===== src/rtl/pipe_generator.sv =====
// Scrolling obstacle bitmap for the Flappy Bird game: spawns random-gap pipes at the right edge.
// Latency: grid/occ/step/pass all update on the same edge that ends a TICK_DIV-cycle step period.
// No backpressure: enable low freezes every counter and the bitmap; random is sampled only at spawns.
module pipe_generator #(
  parameter int ROWS     = 16,
  parameter int COLS     = 16,
  parameter int TICK_DIV = 25000,
  parameter int GAP      = 4,
  parameter int SPACING  = 6,
  parameter int BIRD_COL = 3
) (
  input  logic                       clk,
  input  logic                       reset,
  input  logic                       enable,
  input  logic [3:0]                 random,
  output logic [ROWS-1:0][COLS-1:0]  grid,
  output logic [COLS-1:0]            occ,
  output logic                       step,
  output logic                       pass
);

  localparam int TW = $clog2(TICK_DIV);
  localparam int SW = $clog2(SPACING);
  localparam logic [TW-1:0] TICK_LAST  = TW'(TICK_DIV - 1);
  localparam logic [SW-1:0] SPAWN_LAST = SW'(SPACING - 1);

  // Run/pause is a pure function of enable; no registered state is needed for it.
  typedef enum logic {PAUSED, RUN} mode_t;
  mode_t mode;

  logic [TW-1:0]              tick_cnt, tick_n;
  logic [SW-1:0]              spawn_cnt, spawn_n;
  logic [ROWS-1:0][COLS-1:0]  grid_n;
  logic [COLS-1:0]            occ_n;
  logic                       step_n, pass_n;
  logic [ROWS-1:0]            spawn_col;
  int                         rnd_m;
  int                         gap_top;

  // Build the column a new pipe would get: all rows lit except the GAP rows starting at gap_top.
  always_comb begin
    rnd_m   = int'(random) % ROWS;
    gap_top = (rnd_m <= ROWS - GAP) ? rnd_m : rnd_m - GAP;
    spawn_col = '0;
    for (int r = 0; r < ROWS; r++) begin
      spawn_col[r] = (r < gap_top) || (r >= gap_top + GAP);
    end
  end

  // Next-state logic: hold everything while paused; on the last tick of a period scroll left,
  // feed the right edge with either a fresh pipe or an empty column, and emit step/pass pulses.
  always_comb begin
    mode      = enable ? RUN : PAUSED;
    tick_n    = tick_cnt;
    spawn_n   = spawn_cnt;
    grid_n    = grid;
    occ_n     = occ;
    step_n    = 1'b0;
    pass_n    = 1'b0;
    case (mode)
      RUN: begin
        if (tick_cnt == TICK_LAST) begin
          tick_n = '0;
          step_n = 1'b1;
          // pass looks at the column before it shifts away from the bird
          pass_n = occ[BIRD_COL];
          for (int c = 0; c < COLS - 1; c++) begin
            occ_n[c] = occ[c+1];
            for (int r = 0; r < ROWS; r++) begin
              grid_n[r][c] = grid[r][c+1];
            end
          end
          if (spawn_cnt == SPAWN_LAST) begin
            spawn_n          = '0;
            occ_n[COLS-1]    = 1'b1;
            for (int r = 0; r < ROWS; r++) begin
              grid_n[r][COLS-1] = spawn_col[r];
            end
          end else begin
            spawn_n          = spawn_cnt + 1'b1;
            occ_n[COLS-1]    = 1'b0;
            for (int r = 0; r < ROWS; r++) begin
              grid_n[r][COLS-1] = 1'b0;
            end
          end
        end else begin
          tick_n = tick_cnt + 1'b1;
        end
      end
      default: ;
    endcase
  end

  // State registers; reset clears the bitmap and restarts both the tick phase and spawn schedule.
  always_ff @(posedge clk or posedge reset) begin
    if (reset) begin
      tick_cnt  <= '0;
      spawn_cnt <= '0;
      grid      <= '0;
      occ       <= '0;
      step      <= 1'b0;
      pass      <= 1'b0;
    end else begin
      tick_cnt  <= tick_n;
      spawn_cnt <= spawn_n;
      grid      <= grid_n;
      occ       <= occ_n;
      step      <= step_n;
      pass      <= pass_n;
    end
  end

endmodule


===== config.mk =====
export PLATFORM = sky130hd
export DESIGN_NAME = pipe_generator
export DESIGN_NICKNAME = d
export VERILOG_FILES = /design/src/rtl/pipe_generator.sv
export SDC_FILE = /design/constraint.sdc
export NUM_CORES = 1
export LEC_CHECK = 0
export CAP_MARGIN = 20
export CORE_MARGIN = 2
export CORE_UTILIZATION = 50
export CTS_BUF_LIST = sky130_fd_sc_hd__clkbuf_4
export CTS_CLUSTER_DIAMETER = 30
export CTS_CLUSTER_SIZE = 12
export DETAILED_ROUTE_END_ITERATION = 10
export PLACE_DENSITY = 0.81
export SYNTH_ARGS = -nofsm -noshare
export SYNTH_HDL_FRONTEND = slang
export SYNTH_SLANG_ARGS = --single-unit

===== constraint.sdc =====
create_clock -name clk -period 13.2 [get_ports clk]
set_input_delay 3.3 -clock clk [delete_from_list [all_inputs] [get_ports clk]]
set_output_delay 3.3 -clock clk [all_outputs]
set_load 0.05 [all_outputs]

# Word-level counts from Yosys, hierarchy flattened
# Cells that the tools add are included.
[op_classes] add_sub_neg=4 order_cmp=33 n_eq_ne=2 muxes=25 reduce_logical=17
[ops] cell="5-bit by 32-bit >= comparator with 1-bit output, first input constant" n=8
[ops] cell="5-bit by 32-bit less-than comparator with 1-bit output, first input constant" n=8
[ops] cell="4-bit by 32-bit >= comparator with 1-bit output, first input constant" n=4
[ops] cell="4-bit by 32-bit less-than comparator with 1-bit output, first input constant" n=4
[ops] cell="3-bit by 32-bit >= comparator with 1-bit output, first input constant" n=2
[ops] cell="3-bit by 32-bit less-than comparator with 1-bit output, first input constant" n=2
[ops] cell="32-bit by 4-bit adder with 32-bit output, second input constant" n=1
[ops] cell="1-bit by 32-bit >= comparator with 1-bit output, first input constant" n=1
[ops] cell="2-bit by 32-bit >= comparator with 1-bit output, first input constant" n=1
[ops] cell="1-bit by 32-bit less-than comparator with 1-bit output, first input constant" n=1
[ops] cell="2-bit by 32-bit less-than comparator with 1-bit output, first input constant" n=1
[ops] cell="32-bit 2-to-1 mux" n=1
[ops] cell="1-bit 2-to-1 mux" n=22
[ops] cell="1-bit logical OR" n=16
[ops] cell="15-bit by 1-bit adder with 15-bit output, second input constant" n=1
[ops] cell="15-bit equality test, second input constant" n=1
[ops] cell="15-bit 2-to-1 mux" n=1
[ops] cell="4-bit by 3-bit subtractor with 5-bit output, second input constant" n=1
[ops] cell="4-bit <= comparator, second input constant" n=1
[ops] cell="3-bit by 1-bit adder with 3-bit output, second input constant" n=1
[ops] cell="3-bit equality test, second input constant" n=1
[ops] cell="3-bit 2-to-1 mux" n=1
[ops] cell="2-bit AND reduction" n=1
[word_totals] ff_bits=292 input_bits=7 out_inout_bits=274 elab_cells=102

# Longest topological paths before layout
# Gate-level depths: netlist of the first run.
[depth] word_depth=6 depth_mapped=13 mapped_depth_nobuf=11

# Worst setup path after synthesis of the first run
# Ideal clock, no wire load.
[synth_timing] path_type="input -> register" from="input random[2]" to="register grid[159] in the netlist's numbering" setup_ps=67 arrival_time_ps=5636 required_time_ps=13133 setup_slack_ps=7497 cell_stages=11 n_path_buf=1 cell_sequence="clkbuf_1 -> inv_1 -> ha_1 -> nor2_1 -> mux2_2 -> inv_1 -> ha_1 -> or3b_2 -> o32a_1 -> nand3_1 -> a22o_1"
[synth_between] elab_chain_len=6 elab_cells_between_ends=8 cone_classes="add/sub: 2; order compare: 3; mux: 2; reduce/logical: 1"
[synth_rtl] element="start: declaration" line="15" text="input logic [3:0] random,"
[synth_rtl] element="4-bit by 3-bit subtractor with 5-bit output or 4-bit <= comparator (tied branches)" line="43" text="gap_top = (rnd_m <= ROWS - GAP) ? rnd_m : rnd_m - GAP;"
[synth_rtl] element="32-bit 2-to-1 mux *" line="43"
[synth_rtl] element="32-bit by 4-bit adder with 32-bit output" line="46" text="spawn_col[r] = (r < gap_top) || (r >= gap_top + GAP);"
[synth_rtl] element="5-bit by 32-bit >= comparator with 1-bit output" line="46"
[synth_rtl] element="1-bit logical OR *" line="46"
[synth_rtl] element="1-bit 2-to-1 mux *" line="73" text="if (spawn_cnt == SPAWN_LAST) begin"
[synth_rtl] element="end signal: assignment" line="106" text="grid <= grid_n;"
[synth_rtl] element="end: declaration" line="16" text="output logic [ROWS-1:0][COLS-1:0] grid,"
# Every way passes the cells marked *; elsewhere a longest branch is shown, timed or not.
# A chain may end at the register's enable or synchronous reset.

# Worst setup path after layout of the first run
[layout_timing] from="input enable" to="register spawn_cnt[1]"
[layout_between] elab_chain_len=2
[layout_rtl] element="start: declaration" line="14" text="input logic enable,"
[layout_rtl] element="1-bit 2-to-1 mux" line="53" text="mode = enable ? RUN : PAUSED;"
[layout_rtl] element="2-bit AND reduction (no source line)"
[layout_rtl] element="end signal: assignment" line="105" text="spawn_cnt <= spawn_n;"
[layout_rtl] element="end: declaration" line="32" text="logic [SW-1:0] spawn_cnt, spawn_n;"
# Every way passes these cells.

==> qor.yml, run 1 <==
root_buffer: "clkbuf_4"
busiest_layer: "met2"
vias: 9500
worstPathArrival_ns: 6.58
netlist.area_leader.share_pct: 63.25
pwr-share-clk_pct: 41.9
drt-total-wl_um: 29200
pwr-share-comb_pct: 3.3
synth_edf_count: 0
period_minus_slack_ns: 5.979
rrSetupSlack_ns: 9.47
fp.dieW_um: 156
finClkSkew_ns: 0.03640
status: "complete, no violations"
leakage_nw: 8.064
critPathLaunchType: "input port"
overflow: 0
drtAntennaViolNets: 0
hold_viol_final: 0
synth-compound-area-share_pct: 2.686
place.gp.congestion: 0.9022
coreArea_sq_um: 22640
start_util_pct: 51.03
groute.layer.met1.usage_pct: 32.07
worstMarginPinSlew_ns: 1.003
worstSetupPathType: "in -> reg"
nNetsFinal: 1590
tritoncts: "yes"
layout-area-overhead-vs-synth_pct: 32.85
first_pass_iters: 5
cts_hold_buf: 0
synthCells: 1295
setup-violations-final: 0
grt_setup_unrepaired: "false"
clock_latency_ns: 0.72
fin_area_sq_um: 15350
grt.met2_usage_pct: 37.29
cts_resized: 0
hold_start: "grid[96]"
syn_nets: 1310
maxCapViolCount: 0
ys.flop_type: "dfrtp_1"
path_clk_slew_ns: 0.08
hold_end: "grid[96]"
r2r_cells: 8
routed_via_density: 4.976
endpoint_kind: "flip-flop"
drive_above_1_share_pct: 7.024
synth-xor-area-share_pct: 1.213
tns_ns: 0
yosys-top-cells-count: "nand2_1 (790), dfrtp_1 (292), clkbuf_1 (34), buf_2 (28), nor2_1 (21)"
p_sw_share_pct: 25.16
antenna_found_initial: 1
synth_simple_gate_area_share_pct: 28.80
rr_startpoint: "tick_cnt[0]"
cts.sinks: 292
routedWlPerCell_um: 15.29
powerDensity_nw_per_um2: 108.2
yosys.cell_types.count: 45
row_count: 55
synthAdderAreaFrac_pct: 0.8665
yosysSeqAreaShare_pct: 63.25
grt_pass1_wl_um: 46100
drc: 0
grt_pass1_vias: 8731
maxSlewViolCount: 0
drt_iter0_drc: 605
worstPathMaxFanout: 182
hpwl_um: 19310
synth.avg_cell_area_sq_um: 8.921
nFillCells: 1794
yosysMostFrequentCell: "nand2_1"
r2r-end: "spawn_cnt[1]"
grt_util_met3_pct: 6.139
synth_top_family_by_area: "simple AND/OR/NAND/NOR gates"
intPower_mw: 1.243
grt_max_degree: 183
h-tree-depth: 2
syn_area_sq_um: 11550
pin_count: 281
worstPathRequired_ns: 13.80
yosys_warnings: 0
synth.area.mux_share_pct: 0.4766
ys_ff_latch: 292
cts_max_path_buffers: 3
cts-buffers-inserted: 56
slew_headroom_pct: 33.11
post_cts_buffers: 0
seqPwrFrac_pct: 54.8
dieHeight_um: 156
synth.largest_area_cell: "dfrtp_1"
dieArea_sq_um: 24340
fmax_mhz: 167.2
p_sw_mw: 0.4179
whs_path_depth: 2
placed_cell_area_sq_um: 14510
hp-class: "reg -> reg"
synthArstFlopShare_pct: 100.0
min_period_over_period_pct: 45.30
grt_usage_pct: 23.62
vdd_drop_max_mv: 0.06602
synthTopCellsByArea: "dfrtp_1 (63%), nand2_1 (26%), buf_2 (1.2%), clkbuf_1 (1.1%), xnor2_1 (0.91%)"
port_buffers: 280
-- through the flow --
step | total power [mW] | utilization (%) | instances | hold slack, ns | setup WS, ns
after floorplan | 0.9673 | - | 1295 | 0.4672 | 1.838
after global placement | 0.9829 | 64.10 | 1801 | 0.4567 | 6.584
after detailed placement | 0.9832 | 64.10 | 1801 | 0.4620 | 6.548
after CTS | 1.678 | 67.65 | 1907 | 0.4829 | 7.328
after global routing | 1.731 | 67.79 | 1909 | 0.4935 | 7.078
final | 1.661 | 67.79 | 1909 | 0.4765 | 7.221
-- area by class of cell --
cell class | count | area (sq um) | share of cell area [%]
Antenna cell | 1 | 2.502 | 0.01631
Clock buffer | 63 | 473.0 | 3.082
Clock inverter | 43 | 332.8 | 2.169
Inverter | 11 | 56.30 | 0.3669
Multi-Input combinational cell | 929 | 3946 | 25.71
Sequential cell | 292 | 7307 | 47.61
Tap cell | 285 | 356.6 | 2.323
Timing Repair Buffer | 285 | 2873 | 18.72
-- metal layers --
| metal | share of wire (%) | vias to the layer above |
|---|---|---|
| met5 | 0 | - |
| met4 | 2.5 | 0 |
| met3 | 7.3 | 53 |
| met2 | 47 | 342 |
| met1 | 43 | 4504 |
| li1 | - | 4601 |
-- worst max path at each step --
stage | from | end | slack [ns] | cells after the start
after global routing | enable | spawn_cnt[1] | 7.08 | 6
after global placement | enable | spawn_cnt[2] | 6.58 | 6
after floorplan | reset | grid[0] | 1.84 | 1
final | enable | spawn_cnt[1] | 7.22 | 6
after detailed placement | enable | spawn_cnt[1] | 6.55 | 6
after CTS | enable | spawn_cnt[1] | 7.33 | 6
-- flip-flops by register name, summed over array words and instances (netlist names) --
| signal | count |
|---|---|
| tick_cnt | 15 |
| pass | 1 |
| grid | 256 |
| occ | 16 |
| step | 1 |
| spawn_cnt | 3 |
-- critical path, stage by stage --
cell and delay [ns]:
clkdlybuf4s50_1 0.71, nand2_8 0.33, inv_8 0.72, buf_4 0.75
nand2_1 0.19, mux2_2 0.32
-- cell families (layout without fill, tap and decap cells) --
logic type | Yosys count | in the layout
AO/OA/AOI/OAI | 48 | 48
multiplexers | 5 | 5
other | 0 | 1
AND/OR/NAND/NOR | 852 | 852
adder cells (fa/ha/maj) | 8 | 8
buffers and inverters | 74 | 402
XOR/XNOR | 16 | 16
flip-flops | 292 | 292
-- power groups by stage --
stage	clock, mW	sequential (mW)	combinational, mW
6_report	0.696	0.910	0.0548
5_1_grt	0.757	0.912	0.0625
4_1_cts	0.712	0.910	0.0558
3_5_place_dp	0	0.927	0.0560
3_3_place_gp	0	0.928	0.0553
2_1_floorplan	0	0.926	0.0414
-- placed cells by master, fill, tap and decap left out, types with 4 or more instances in the layout --
master / count
xor2_1: 4
ha_1: 8
dfrtp_1: 292
bufinv_16: 4
inv_1: 9
nand3_1: 8
nor2_1: 21
nor3_1: 4
clkinvlp_4: 9
nor2b_1: 4
xnor2_1: 12
nand4_1: 4
mux2_2: 4
and3_1: 4
clkinv_1: 10
clkinv_2: 18
a21oi_1: 10
nand2_1: 790
o21ai_0: 7
clkbuf_4: 63
a22o_1: 7
o21ai_1: 9
clkdlybuf4s50_1: 280
Power figures use the tool's default switching activity.
==> inputs of run 2 (changes only) <==
- clock period: 13.2 -> 5.8 ns (I/O delays scaled with it)
==> run 2 against run 1 <==
Clock skew about the same; flip-flop and latch count unchanged; via count increased by 0.79%; wire length increased by 3.1%; largest cell class unchanged; worst setup slack got worse by 5.5 ns; sequential share of layout area decreased by 0.55 points; register-to-register slack got worse by 6.4 ns; critical path depth increased by 5; combinational power increased by 140%; clock-buffer cell count increased by 2; worst hold slack got worse by 0.00056 ns; largest power group unchanged; core utilization increased by 0.80 points; highest routed layer unchanged.
==> qor.yml, run 2 (synthesis gave the netlist of run 1 again) <==
cts_resized: 0
grt_setup_unrepaired: "false"
critPathLaunchType: "input port"
tritoncts: "yes"
status: "complete, no violations"
place.gp.congestion: 0.8468
start_util_pct: 51.03
dieArea_sq_um: 24340
drtAntennaViolNets: 0
crit_chain: "clkdlybuf4s50_1 -> ha_1 -> o21a_1 -> mux2_2 -> nand2_1 -> ha_1 -> nand4bb_1 -> nor2_1 -> a21oi_1 -> nand3_1 -> a22o_1"
setup-violations-final: 0
hpwl_um: 19960
fin_cells: 1909
drc: 0
dieHeight_um: 156
fp.dieW_um: 156
routed_via_density: 5.016
vdd_drop_max_mv: 0.1601
worstMarginPinSlew_ns: 0.9000
cts-buffers-inserted: 59
layout-area-overhead-vs-synth_pct: 34.41
grt_max_degree: 205
mostFrequentLayoutCell: "nand2_1"
tns_ns: 0
powerDensity_nw_per_um2: 261.0
worst_slack_ns: 1.725
drt-total-wl_um: 30110
vias: 9575
root_buffer: "clkbuf_4"
r2r-end: "grid[209]"
power_mw: 4.053
drive_above_1_share_pct: 7.209
worstPathMaxFanout: 12
rrSetupSlack_ns: 3.04
post-route-util_pct: 68.58
maxCapViolCount: 0
slew_headroom_pct: 40.00
path_buf_inv: 1
hold_start: "grid[176]"
critPathMaxStageDelay_ns: 0.69
antenna_found_initial: 1
pin_count: 281
worstPathRequired_ns: 6.34
cts.sinks: 292
routedWlPerCell_um: 15.77
hp-class: "reg -> reg"
rr_startpoint: "tick_cnt[0]"
fin_area_sq_um: 15530
nFillCells: 1778
pre_cts_ws_ns: 1.083
finClkSkew_ns: 0.03614
overflow: 0
reg_top3: "grid: 256 flops, occ: 16 flops, tick_cnt: 15 flops"
drt_iter0_drc: 667
largest_reg_flops: 256
row_count: 55
coreArea_sq_um: 22640
port_buffers: 280
crit_path_top_delay_cell: "clkdlybuf4s50_1"
whs_path_depth: 2
cts_max_path_buffers: 3
nNetsFinal: 1597
leakage_nw: 8.146
maxSlewViolCount: 0
h-tree-depth: 2
timing.hold.ws_ns: 0.4760
worstSetupPathType: "in -> reg"
most-common-layout-cells: "nand2_1 (790), dfrtp_1 (292), clkdlybuf4s50_1 (280), clkbuf_4 (65), nor2_1 (21)"
r2r_cells: 8
crit_family: "adder cells"
clock_latency_ns: 0.68
post_cts_buffers: 0
hold_viol_final: 0
placed_cell_area_sq_um: 14570
grt_usage_pct: 24.89
period_minus_slack_ns: 4.075
dp_cells: 1806
min_period_over_period_pct: 70.26
crit_top_cell: "ha_1"
fmax_mhz: 245.4
endpoint_kind: "flip-flop"
grt_pass1_vias: 9370
grt_pass1_wl_um: 48620
hold_end: "grid[176]"
regMostFlops: "grid"
cts_hold_buf: 0
first_pass_iters: 8
path_clk_slew_ns: 0.08
worstPathArrival_ns: 4.62
[run 2: changes by cell type in the layout (fill, tap and decap cells not counted), moves of 2 or more]
cell | previous run | this run
clkinv_4 | 0 | 3
clkinv_2 | 18 | 7
clkbuf_4 | 63 | 65
clkinv_1 | 10 | 7
buf_12 | 1 | 3
buf_4 | 3 | 6
bufinv_16 | 4 | 10
[run 2: how the worst max path moves through the flow]
stage | to | cells after the start | start
after floorplan | grid[0] | 1 | reset
after global placement | grid[159] | 11 | random[2]
after detailed placement | grid[175] | 11 | random[2]
after CTS | grid[159] | 11 | random[2]
after global routing | grid[159] | 11 | random[2]
final | grid[159] | 11 | random[2]
[run 2: tightest hold or removal path: stages, from the launching register on]
cell	delay, ns
dfrtp_1	0.35
nand2_1	0.05
nand2_1	0.05
[run 2: layout make-up]
type	count	area [sq um]	area share, %
well taps	285	356.6	2.297
clock inverters	37	466.7	3.006
clock buffers	65	488.0	3.143
inverters	11	52.55	0.3384
diodes	1	2.502	0.01612
repair buffers	289	2908	18.73
flip-flops and latches	292	7307	47.06
multi-input cells	929	3946	25.41
[run 2: where the power goes]
group / switching, mW / internal (mW) / leakage (nW) / total [mW]
logic: 0.0859 / 0.0431 / 3.57 / 0.129
registers: 0.0215 / 2.05 / 4.07 / 2.07
clock network: 0.834 / 1.02 / 0.506 / 1.85
[run 2: layer usage]
layer	vias to the layer above	wire length, um	part of all wire (%)	GRT usage, %
li1	4612	-	-	-
met3	57	2280	7.6	6.806
met1	4574	12940	43	33.10
met2	332	14060	47	39.38
met5	-	0	0	0
met4	0	838	2.8	9.393
==> inputs of run 3 (changes only) <==
- CORE_UTILIZATION: 50 -> 46
- PLACE_DENSITY: 0.81 -> 0.78
- clock period: 5.8 -> 3.4 ns (I/O delays scaled with it)
==> run 3 against run 2 <==
Sequential share of layout area decreased by 0.62 points; critical path type is now reg -> out; sequential power is 71% higher; critical endpoint is now grid[223]; largest power group unchanged; highest routed layer unchanged; worst hold slack got worse by 0.0053 ns.
==> qor.yml, run 3 (synthesis gave the netlist of run 1 again) <==
status: "complete, no violations"
place.gp.congestion: 0.8360
root_buffer: "clkbuf_4"
hpwl_um: 21300
routedWlPerCell_um: 15.43
routed_via_density: 4.887
critPathLaunchType: "flip-flop"
path_clk_slew_ns: 0.10
power_mw: 6.500
grt_max_degree: 116
drtAntennaViolNets: 0
drc: 0
crit_path_top_delay_cell: "clkdlybuf4s50_1"
rrSetupSlack_ns: 0.98
cts-buffers-inserted: 53
grt_usage_pct: 23.31
dieArea_sq_um: 26400
dp_cells: 1877
worst_slack_ns: 0.5257
multi_input_area_sq_um: 3946
worstSetupPathType: "reg -> out"
coreArea_sq_um: 24460
grt_pass1_vias: 9279
min_period_over_period_pct: 84.54
cts_max_path_buffers: 3
clock_latency_ns: 0.69
row_count: 57
endpoint_kind: "output port"
path_buf_inv: 1
cts_resized: 0
setup-violations-final: 0
regMostFlops: "grid"
most-common-layout-cells: "nand2_1 (790), dfrtp_1 (292), clkdlybuf4s50_1 (280), clkbuf_4 (61), buf_4 (32)"
nFillCells: 2010
powerDensity_nw_per_um2: 413.1
start_util_pct: 47.23
fin_cells: 1977
maxCapViolCount: 0
vias: 9662
slew_headroom_pct: 51.06
hold_end: "grid[89]"
largest_reg_flops: 256
dieHeight_um: 162.5
hold_start: "grid[90]"
port_buffers: 280
mostFrequentLayoutCell: "nand2_1"
pin_count: 281
final-seq-area_sq_um: 7307
drive_above_1_share_pct: 9.140
cts_hold_buf: 0
nNetsFinal: 1623
worstMarginPinSlew_ns: 0.7341
maxSlewViolCount: 0
hold_viol_final: 0
crit_chain: "clkdlybuf4s50_1"
drt-total-wl_um: 30500
tritoncts: "yes"
post_cts_buffers: 0
r2r_cells: 7
antenna_found_initial: 1
pre_cts_ws_ns: -0.1152
hp-class: "reg -> reg"
grt_setup_unrepaired: "false"
vdd_drop_max_mv: 0.2775
finClkSkew_ns: 0.04399
crit_family: "buffers and inverters"
whs_path_depth: 2
rr_startpoint: "tick_cnt[0]"
worstPathArrival_ns: 2.02
h-tree-depth: 2
fmax_mhz: 347.9
grt_pass1_wl_um: 49230
reg_top3: "grid: 256 flops, occ: 16 flops, tick_cnt: 15 flops"
r2r-end: "grid[99]"
cts.sinks: 292
overflow: 0
layout-area-overhead-vs-synth_pct: 36.22
worstPathRequired_ns: 2.55
period_minus_slack_ns: 2.874
first_pass_iters: 5
worstPathMaxFanout: 3
leakage_nw: 8.267
fp.dieW_um: 162.5
critPathMaxStageDelay_ns: 0.89
drt_iter0_drc: 761
-- run 3: cell count changes in the layout (fill, tap and decap cells not counted), sizes merged --
cell / previous run / this run
clkinv: 17 / 18
inv: 13 / 20
clkinvlp: 8 / 7
buf: 9 / 41
clkbuf: 65 / 61
bufinv: 10 / 4
-- run 3: cell type report --
cell class | count | share of cell area, %
inverters | 11 | 0.3339
clock inverters | 38 | 2.171
multi-input cells | 929 | 25.08
repair buffers | 321 | 20.48
well taps | 324 | 2.576
diodes | 1 | 0.01590
flip-flops and latches | 292 | 46.43
clock buffers | 61 | 2.910
-- run 3: through the flow --
stage | utilization [%] | instance area (sq um) | hold WS (ns) | TNS [ns]
after CTS | 64.32 | 15730 | 0.4657 | 0
after detailed placement | 61.05 | 14930 | 0.4613 | -0.1745
final | 64.33 | 15740 | 0.4706 | 0
after global routing | 64.33 | 15740 | 0.5077 | 0
after global placement | 61.05 | 14930 | 0.4583 | -0.07024
after floorplan | - | 11560 | 0.4672 | -386.95
-- run 3: how the worst max path moves through the flow --
| stage | from | end | cells after the start |
|---|---|---|---|
| 6_report | grid[223] | grid[223] | 1 |
| 5_1_grt | random[2] | grid[159] | 11 |
| 4_1_cts | grid[138] | grid[138] | 1 |
| 3_5_place_dp | random[2] | grid[159] | 11 |
| 3_3_place_gp | random[2] | grid[159] | 11 |
| 2_1_floorplan | reset | grid[0] | 1 |
-- run 3: routing by layer --
metal / global-route usage, % / wire length [um] / up-vias
met2: 37.06 / 14130 / 330
met5: 0 / 0 / -
met3: 5.857 / 2221 / 62
met1: 31.85 / 13380 / 4609
li1: - / - / 4661
met4: 7.080 / 762 / 0
-- run 3: worst reg2reg max path, delay by kind of cell (launching register included) --
kind | cells | cell delay, ns
fa+ha+maj | 1 | 0.27
simple gates | 5 | 0.99
buf+inv | 1 | 0.66
flops | 1 | 0.44
-- run 3: power by group --
group | total [mW] | switching (mW) | internal, mW
clock network | 2.71 | 1.45 | 1.25
logic | 0.259 | 0.154 | 0.105
registers | 3.54 | 0.0373 | 3.50
total | 6.50 | 1.64 | 4.86
